<file path="config.mk">
export PLATFORM = sky130hd
export DESIGN_NAME = pipelined_csel_adder
export DESIGN_NICKNAME = d
export VERILOG_FILES = /design/src/rtl/pipelined_csel_adder.sv
export SDC_FILE = /design/constraint.sdc
export NUM_CORES = 1
export LEC_CHECK = 0
export CAP_MARGIN = 20
export CORE_MARGIN = 3
export CORE_UTILIZATION = 33
export CTS_CLUSTER_DIAMETER = 40
export CTS_CLUSTER_SIZE = 24
export DETAILED_ROUTE_END_ITERATION = 6
export PLACE_DENSITY = 0.63
export SLEW_MARGIN = 25
export SYNTH_ARGS = -nofsm -noshare
export SYNTH_HDL_FRONTEND = slang
export SYNTH_SLANG_ARGS = --single-unit
</file>
<file path="constraint.sdc">
create_clock -name clk -period 11.8 [get_ports clk]
set_input_delay 2.36 -clock clk [delete_from_list [all_inputs] [get_ports clk]]
set_output_delay 2.36 -clock clk [all_outputs]
set_load 0.01 [all_outputs]
</file>
<file path="src/rtl/pipelined_csel_adder.sv">
// Pipelined carry-select adder/subtractor with an elastic valid/ready pipeline.
// Each register stage resolves WIDTH/STAGES result bits (LSB first) using
// BLOCK-bit carry-select blocks. The stage carries forward only the operand
// bits not yet consumed, plus the result bits produced so far.
module pipelined_csel_adder #(
  parameter int WIDTH  = 32,
  parameter int BLOCK  = 4,
  parameter int STAGES = 2
) (
  input  logic             clk,
  input  logic             rst,
  input  logic             in_valid,
  output logic             in_ready,
  input  logic [WIDTH-1:0] A,
  input  logic [WIDTH-1:0] B,
  input  logic             cin,
  input  logic             sub,
  output logic             out_valid,
  input  logic             out_ready,
  output logic [WIDTH-1:0] S,
  output logic             cout,
  output logic             ovf
);

  localparam int SW = WIDTH / STAGES;
  localparam int NB = SW / BLOCK;

  if (STAGES < 1 || (WIDTH % (BLOCK * STAGES)) != 0) begin : g_param_check
    $error("pipelined_csel_adder: WIDTH must be a multiple of BLOCK*STAGES and STAGES >= 1");
  end

  // One stage's worth of carry-select blocks: both block sums are formed
  // up front and the incoming carry picks one, so the critical path is one
  // block ripple plus a mux per block.
  function automatic logic [SW:0] csel_seg(input logic [SW-1:0] a,
                                           input logic [SW-1:0] b,
                                           input logic          c);
    logic [SW-1:0] s;
    logic          cy;
    logic [BLOCK:0] r0;
    logic [BLOCK:0] r1;
    s  = '0;
    cy = c;
    for (int i = 0; i < NB; i++) begin
      r0 = {1'b0, a[i*BLOCK +: BLOCK]} + {1'b0, b[i*BLOCK +: BLOCK]};
      r1 = r0 + {{BLOCK{1'b0}}, 1'b1};
      s[i*BLOCK +: BLOCK] = cy ? r1[BLOCK-1:0] : r0[BLOCK-1:0];
      cy = cy ? r1[BLOCK] : r0[BLOCK];
    end
    return {cy, s};
  endfunction

  // Subtraction folds into addition: invert B and flip the carry-in.
  logic [WIDTH-1:0] be;
  logic             c0;
  assign be = B ^ {WIDTH{sub}};
  assign c0 = cin ^ sub;

  logic [STAGES-1:0] vld_p;
  logic [STAGES:0]   en;
  logic [STAGES-1:0] up_vld;
  logic [STAGES-1:0] ld;

  // Elastic enable chain: a stage advances when it is empty or the stage
  // downstream advances; data registers load only real transactions.
  always_comb begin
    en     = '0;
    up_vld = '0;
    ld     = '0;
    en[STAGES] = out_ready;
    for (int k = STAGES - 1; k >= 0; k--) en[k] = !vld_p[k] || en[k+1];
    up_vld[0] = in_valid;
    for (int k = 1; k < STAGES; k++) up_vld[k] = vld_p[k-1];
    ld = en[STAGES-1:0] & up_vld;
  end

  // Valid bits move forward wherever the stage is enabled; reset empties the pipe.
  always_ff @(posedge clk) begin
    if (rst) begin
      vld_p <= '0;
    end else begin
      for (int k = 0; k < STAGES; k++) begin
        if (en[k]) vld_p[k] <= up_vld[k];
      end
    end
  end

  assign in_ready  = en[0];
  assign out_valid = vld_p[STAGES-1];

  for (genvar k = 0; k < STAGES; k++) begin : g_st
    localparam int LO = k * SW;
    localparam int HI = LO + SW;
    localparam int UW = WIDTH - LO;

    logic [UW-1:0] ua;
    logic [UW-1:0] ub;
    logic          c_in;
    logic [SW:0]   seg;
    logic [HI-1:0] s_nxt;
    logic [HI-1:0] s_p;
    logic          c_p;

    if (k == 0) begin : g_src
      assign ua    = A;
      assign ub    = be;
      assign c_in  = c0;
      assign s_nxt = seg[SW-1:0];
    end else begin : g_src
      assign ua    = g_st[k-1].g_mid.ra_p;
      assign ub    = g_st[k-1].g_mid.rb_p;
      assign c_in  = g_st[k-1].c_p;
      assign s_nxt = {seg[SW-1:0], g_st[k-1].s_p};
    end

    assign seg = csel_seg(ua[SW-1:0], ub[SW-1:0], c_in);

    if (k < STAGES - 1) begin : g_mid
      logic [WIDTH-HI-1:0] ra_p;
      logic [WIDTH-HI-1:0] rb_p;
      // Intermediate stage boundary: partial sum, block carry and unconsumed operand bits.
      always_ff @(posedge clk) begin
        if (ld[k]) begin
          s_p  <= s_nxt;
          c_p  <= seg[SW];
          ra_p <= ua[UW-1:SW];
          rb_p <= ub[UW-1:SW];
        end
      end
    end else begin : g_last
      logic ovf_p;
      // Output stage boundary: registered S/cout/ovf, cleared by reset.
      always_ff @(posedge clk) begin
        if (rst) begin
          s_p   <= '0;
          c_p   <= 1'b0;
          ovf_p <= 1'b0;
        end else if (ld[k]) begin
          s_p   <= s_nxt;
          c_p   <= seg[SW];
          ovf_p <= (ua[UW-1] == ub[UW-1]) && (seg[SW-1] != ua[UW-1]);
        end
      end
    end
  end

  assign S    = g_st[STAGES-1].s_p;
  assign cout = g_st[STAGES-1].c_p;
  assign ovf  = g_st[STAGES-1].g_last.ovf_p;

endmodule

</file>
# Word-level counts from Yosys, hierarchy flattened
# Index checks and enable logic that the tools add are counted.
[op_classes]
muxes = 16
n_eq_ne = 2
n_reduce_logical = 5
bitwise = 3
n_addsub = 16
[op_table]
columns = ["operator", "count"]
rows = [
  ["$add A4 B4 Y5", 8],
  ["$add A5 B1 Y5 const B", 8],
  ["$mux W4", 8],
  ["$xor A32 B32 Y32", 1],
  ["$mux W1", 8],
  ["$and A2 B2 Y2", 1],
  ["$logic_not A1 Y1", 2],
  ["$logic_or A1 B1 Y1", 2],
  ["$eq A1 B1 Y1", 1],
  ["$logic_and A1 B1 Y1", 1],
  ["$ne A1 B1 Y1", 1],
  ["$xor A1 B1 Y1", 1],
]
[word_totals]
word_cells = 51
reg_bits = 85
output_inout_bits = 36
input_bits = 70

# Longest topological paths before layout
# Gate-level depths: netlist (run 1).
[depth]
ltp_word = 8
ltp_mapped = 16

# Worst setup path before layout (run 1)
# Ideal clock, no wire load.
[synth_path]
path_kind = "in2reg"
start = "in sub"
end = "reg g_st[0].s_p[15] (data pin)"
setup_ns = 0.263
t_arrival_ns = 5.373
stages = 16
slack_ns = 6.163
path_cell_list = "buf_2 -> buf_1 -> xor2_1 -> ha_1 -> inv_1 -> fa_1 -> inv_1 -> ha_1 -> nand2_1 -> nor2_1 -> a21oi_1 -> and4bb_1 -> mux2i_1 -> xnor2_1 -> and4_1 -> xor2_1"
[synth_between]
elab_chain_len = 7
word_cells_on_any_way = 14
classes_between = "add/sub (8); mux (4); bitwise (2)"
[synth_lines]
columns = ["element", "line_no", "text"]
rows = [
  ["from (decl)", "17", "input logic sub,"],
  ["$xor A32 B32 Y32", "56", "assign be = B ^ {WIDTH{sub}};"],
  ["$add A4 B4 Y5", "45", "r0 = {1'b0, a[i*BLOCK +: BLOCK]} + {1'b0, b[i*BLOCK +: BLOCK]};"],
  ["$add A5 B1 Y5", "46", "r1 = r0 + {{BLOCK{1'b0}}, 1'b1};"],
  ["$mux W1 (3 in series)", "48", "cy = cy ? r1[BLOCK] : r0[BLOCK];"],
  ["$mux W4 (*)", "47", "s[i*BLOCK +: BLOCK] = cy ? r1[BLOCK-1:0] : r0[BLOCK-1:0];"],
  ["net g_st[0].s_nxt[15]", "100", "logic [HI-1:0] s_nxt;"],
  ["to (signal assigned)", "124", "s_p <= s_nxt;"],
  ["to (decl)", "101", "logic [HI-1:0] s_p;"],
]
# Mark *: on every way through the listed nets, which the timed path passes. The rest lies on a longest branch.
# A chain may end at the register's enable or synchronous reset.

# Final worst setup path (run 1)
[layout_path]
start = "in out_ready"
end = "out in_ready"
[layout_between]
elab_chain_len = 2
[layout_lines]
columns = ["element", "line_no", "text"]
rows = [
  ["from (decl)", "19", "input logic out_ready,"],
  ["$logic_or A1 B1 Y1 (2 in series)", "71", "for (int k = STAGES - 1; k >= 0; k--) en[k] = !vld_p[k] || en[k+1];"],
  ["to (decl)", "13", "output logic in_ready,"],
]
# No other way between the ends.

==> results.yml, run 1 <==
clock_tree:
  cts_resized: 0
  cts_buffers: 9
  cts_setup_buffers: 0
  insertion_delay_ns: 0.34
  cts.clk_slew.worst_paths_ns: 0.06
  cts_tree: "yes"
  cts_num_sinks: 85
  ctsHoldBuffers: 0
  cts_max_level: 3
  clk_path_buf_depth: 2
  cts-root-buf: "clkbuf_16"
cells_and_area:
  n_antenna_cell: 0
  layout.cells.most_common_list: "clkdlybuf4s50_1 (104), nand2_1 (53), xor2_1 (49), edfxtp_1 (49), ha_1 (40)"
  fin_nets: 698
  drive_above_1_share_pct: 4.96
  mostFrequentLayoutCell: "clkdlybuf4s50_1"
  area_growth_pct: 31.5
min_path:
  hold_path_end: "S[2]$_SDFFE_PP0P_"
  holdPathStages: 2
  hold_path.class: "reg -> reg"
  hold_start: "S[2]$_SDFFE_PP0P_"
detailed_routing:
  wl_per_cell_microns: 13.5
  drc_errors: 0
  first_iter_violations: 217
  finalWirelength_mm: 10.4
  vias: 3629
  first_pass_iters: 6
  vias_per_cell: 4.72
  ant_nets: 0
critical_path:
  slowest_stage: "clkdlybuf4s50_1"
  reg2reg_to: "cout$_SDFFE_PP0P_"
  startpoint_type: "input port"
  r2r_start: "g_st[0].g_mid.ra_p[0]$_DFFE_PP_"
  reg2reg_depth: 12
  max_stage_delay_ns: 0.50
  worst-setup-path-type: "in -> out"
  cp_common_cell: "clkdlybuf4s50_1"
  crit_chain: "clkdlybuf4s50_1 -> nor2b_1 -> nand2_1 -> clkdlybuf4s50_1"
  cp-end-kind: "primary output"
  worstPathArrival_ns: 3.75
  crit_fanout: 5
  r2r_setup_slack_ns: 8.16
  required_ns: 9.44
yosys:
  ys_ff_latch: 85
  syn-cell-area_sq_um: 4960
  synth_nets: 596
  async_flop_share_pct: 0
  yosys_warnings: 0
  avgSynthCellArea_sq_um: 10.4
  syn_inst: 478
  synth-edff-count: 49
  synth_seq_area_share_pct: 44.2
  ys.flop_type: "edfxtp_1"
  yosysUniqueCellTypes: 51
run:
  drv_cap: 0
placed_design:
  post-dp-hpwl_mm: 7.74
  gp_congestion: 0.787
  port_buffers: 105
grt:
  overflow: 0
  antenna_found_initial: 0
  grt_max_degree: 50
  grt_pass1_wl_mm: 17.4
  grt_use_total_pct: 13.1
  grt_pass1_vias: 3839
floorplanning:
  chipHeight_microns: 129
  dieArea_sq_um: 16500
  num_io_pins: 106
  rows: 44
  die_w_microns: 129
  core_sq_um: 14600
  initial_core_util_pct: 33.9
sta:
  timing.final.crit_share_pct: 51.8
  tns_ns: 0
  min_period_ns: 6.11
  finClkSkew_ns: 0.00640
  relSlewSlack_pct: 32.5
  slew_violations: 0
  hold_viol_final: 0
  worst_pin_slew_ns: 1.01
  rsz0062_at_grt: "no"
  fmax_mhz: 164
  setup_viol: 0
power:
  ir_worst_vdd_mv: 0.0563
  powerDensity_nw_per_um2: 136
  p_total_uw: 888
  leakage_nw: 2.55
run_status:
  status: "complete, no violations"
==> state kept, by name, summed over array words and instances (netlist names) <==
register / flops
cout: 1
ovf: 1
g_st.c_p: 1
g_st.g_mid.ra_p: 16
vld_p: 2
g_st.g_mid.rb_p: 16
S: 32
g_st.s_p: 16
==> layout make-up <==
type	instances	area, sq um
Multi-Input combinational cell	348	2600
Inverter	28	105
Tap cell	184	230
Clock buffer	11	264
Sequential cell	85	2190
Fill cell	1370	8120
Clock inverter	5	38.8
Timing Repair Buffer	108	1090
==> cells in the mapped netlist, drive strengths merged (2+ instances only) <==
library cell | count | area, sq um
inv | 28 | 105
a21oi | 40 | 204
nand4 | 5 | 31.3
nor2 | 29 | 109
xor2 | 49 | 429
clkbuf | 11 | 41.3
and2 | 3 | 18.8
dfxtp | 36 | 721
nand2b | 4 | 25.0
edfxtp | 49 | 1470
mux2i | 6 | 60.1
fa | 8 | 160
a22o | 2 | 17.5
buf | 6 | 31.3
nand2 | 54 | 219
and4b | 2 | 20.0
o21a | 2 | 15.0
xnor2 | 25 | 238
a211oi | 11 | 92.6
nand3b | 2 | 15.0
nand3 | 8 | 40.0
nor4 | 2 | 12.5
a21o | 11 | 82.6
o21ai | 14 | 70.1
o211ai | 2 | 15.0
nor3 | 4 | 20.0
nor2b | 9 | 56.3
ha | 40 | 500
==> worst max-delay path, delay by kind of cell <==
kind	cells	cell delay [ns]
buffers and inverters	2	0.90
and+or+nand+nor	2	0.49
==> routing by layer <==
layer	GRT usage [%]	up-vias	wire [microns]
li1	-	1872	-
met1	16.3	1641	4680
met2	21.9	101	4820
met3	3.45	15	665
met4	5.25	0	199
met5	0	-	0
==> logic make-up (layout without fill, tap and decap cells) <==
group                    after synthesis  after routing  share of synthesized area (%)
buffers and inverters                 45            152                           3.58
flip-flops                            85             85                           44.2
adder cells (fa/ha/maj)               48             48                           13.3
multiplexers                           6              6                           1.21
AO/OA/AOI/OAI                         88             88                           11.1
AND/OR/NAND/NOR                      132            132                           13.2
XOR/XNOR                              74             74                           13.4
==> where the power goes <==
group	switching, mW	internal [mW]	total [mW]	leakage, nW
clock network	0.119	0.163	0.282	0.144
logic	0.123	0.118	0.240	1.63
registers	0.0130	0.352	0.365	0.774
total	0.255	0.633	0.888	2.55
==> through the flow <==
step	util [%]	cell area, sq um	setup slack (ns)	hold slack (ns)	cells
floorplan	-	4960	6.16	0.471	478
global placement	42.3	6190	5.77	0.442	752
detailed placement	42.3	6190	5.65	0.448	752
CTS	44.3	6490	5.69	0.456	768
global route	44.5	6520	5.61	0.478	769
finish	44.5	6520	5.69	0.453	769
==> how the worst max path moves through the flow <==
stage / startpoint / end / slack (ns) / depth (start not counted)
2_1_floorplan: sub / g_st[0].s_p[15]$_DFFE_PP_ / 6.16 / 16
3_3_place_gp: out_ready / in_ready / 5.77 / 4
3_5_place_dp: sub / g_st[0].s_p[15]$_DFFE_PP_ / 5.65 / 15
4_1_cts: out_ready / in_ready / 5.69 / 4
5_1_grt: out_ready / in_ready / 5.61 / 4
6_report: out_ready / in_ready / 5.69 / 4
Power figures use the tool's default switching activity.
==> run 2, diff against run 1 <==
Clock period 11.8 ns to 5.73 ns, I/O delays scaled along.
==> results.yml, run 2 (synthesized netlist as in run 1, its figures left out) <==
run_status:
  status: "complete, no violations"
critical_path:
  slowest_stage: "fa_1"
  crit_end: "g_st[0].c_p$_DFFE_PP_"
  crit_start: "sub"
  required_ns: 5.82
  cp-end-kind: "flop"
  cp_num_buf_inv: 3
  cp.depth: 15
  r2r_start: "g_st[0].g_mid.ra_p[0]$_DFFE_PP_"
  max_stage_delay_ns: 0.52
  crit_chain: "buf_2 -> xor2_1 -> ha_1 -> inv_1 -> fa_1 -> inv_1 -> ha_1 -> nand2_1 -> nor2_1 -> a21oi_1 -> and4bb_1 -> mux2i_1 -> xnor2_1 -> nand4_1 -> xor2_1"
  cpLargestDelayFamily: "adder cells"
  worst-setup-path-type: "in -> reg"
  reg2reg_depth: 12
  r2r_setup_slack_ns: 2.02
  worstPathArrival_ns: 4.32
  crit_fanout: 21
  startpoint_type: "input port"
  reg2reg_to: "cout$_SDFFE_PP0P_"
detailed_routing:
  drc_errors: 0
  vias: 3665
  vias_per_cell: 4.77
  first_iter_violations: 170
  finalWirelength_mm: 10.7
  wl_per_cell_microns: 13.9
  first_pass_iters: 4
  ant_nets: 0
grt:
  grt_use_total_pct: 13.3
  grt_pass1_vias: 3762
  grt-busiest-layer: "met2"
  met3_usage_pct: 4.90
  use_met1_pct: 15.9
  grt_pass1_wl_mm: 17.4
  grt_max_degree: 50
  met2_usage_pct: 21.9
  overflow: 0
  antenna_found_initial: 0
cells_and_area:
  drive_above_1_share_pct: 4.96
  n_antenna_cell: 0
  mostFrequentLayoutCell: "clkdlybuf4s50_1"
  n_fill_cell: 1383
  fin_nets: 698
  area_growth_pct: 31.5
  stdcell_count: 769
  utilization_pct: 44.5
  layout.cells.most_common_list: "clkdlybuf4s50_1 (104), nand2_1 (53), xor2_1 (49), edfxtp_1 (49), ha_1 (40)"
  largest_reg_flops: 32
sta:
  relSlewSlack_pct: 54.6
  fmax_mhz: 237
  min_period_ns: 4.23
  tns_ns: 0
  worst_pin_slew_ns: 0.681
  setup_viol: 0
  rsz0062_at_grt: "no"
  timing.final.crit_share_pct: 73.8
  finClkSkew_ns: 0.0101
  slew_violations: 0
  hold_viol_final: 0
run:
  drv_cap: 0
floorplanning:
  rows: 44
  chipHeight_microns: 129
  dieArea_sq_um: 16500
  die_w_microns: 129
  initial_core_util_pct: 33.9
  num_io_pins: 106
  core_sq_um: 14600
min_path:
  hold_path.class: "reg -> reg"
  hold_start: "S[8]$_SDFFE_PP0P_"
clock_tree:
  ctsHoldBuffers: 0
  cts_setup_buffers: 0
  cts-root-buf: "clkbuf_16"
  cts.clk_slew.worst_paths_ns: 0.07
  cts_max_level: 3
  cts_resized: 0
  clk_path_buf_depth: 2
  cts_tree: "yes"
  cts_buffers: 9
  cts_num_sinks: 85
  insertion_delay_ns: 0.35
power:
  leakage_nw: 2.56
  powerDensity_nw_per_um2: 282
  ir_worst_vdd_mv: 0.116
placed_design:
  gp_congestion: 0.807
  port_buffers: 105
  post-dp-hpwl_mm: 8.08
  placed_cells: 752
[run 2: cell count changes in the layout (fill, tap and decap cells not counted)]
| cell | before | now |
|---|---|---|
| and2_4 | 0 | 1 |
| inv_8 | 0 | 2 |
| clkinv_2 | 0 | 1 |
| clkinv_4 | 0 | 1 |
| clkbuf_8 | 1 | 0 |
| clkinvlp_4 | 2 | 0 |
| inv_6 | 2 | 1 |
| and2_2 | 1 | 0 |
[run 2: worst min path at each step]
stage,endpoint,slack [ns],cells after the start
after CTS,S[14]$_SDFFE_PP0P_,0.46,2
final,S[8]$_SDFFE_PP0P_,0.46,2
after detailed placement,S[14]$_SDFFE_PP0P_,0.45,2
after floorplan,S[0]$_SDFFE_PP0P_,0.47,2
after global placement,S[2]$_SDFFE_PP0P_,0.44,2
after global routing,cout$_SDFFE_PP0P_,0.48,2
[run 2: cell type report]
class	count	area [sq um]	share of cell area, %
tap	184	230	3.53
clock inverter	6	51.3	0.787
clock buffer	10	250	3.84
timing repair buffer	108	1090	16.7
multi-input combinational	348	2600	39.9
inverter	28	105	1.61
sequential	85	2190	33.6
[run 2: routing by layer]
metal | vias to the layer above | routed length, microns
met5 | - | 0
met4 | 0 | 209
met3 | 14 | 771
met2 | 104 | 4910
met1 | 1684 | 4810
li1 | 1863 | -
[run 2: metrics by stage]
stage	power (mW)	hold WS [ns]	cell area (sq um)	worst slack, ns
2_1_floorplan	1.10	0.471	4960	1.31
3_3_place_gp	1.25	0.443	6190	1.24
3_5_place_dp	1.27	0.450	6190	1.12
4_1_cts	1.86	0.459	6490	1.50
5_1_grt	1.95	0.477	6520	1.12
6_report	1.84	0.458	6520	1.50
[run 2: power breakdown]
group	internal [mW]	switching [mW]	total, mW
Sequential	0.726	0.0263	0.752
Combinational	0.243	0.258	0.501
Clock	0.328	0.256	0.584
[run 2: worst min-delay path: cells and delay by family (launching register included)]
kind            cells  cell delay, ns
compound gates      1            0.05
simple gates        1            0.05
flops               1            0.31
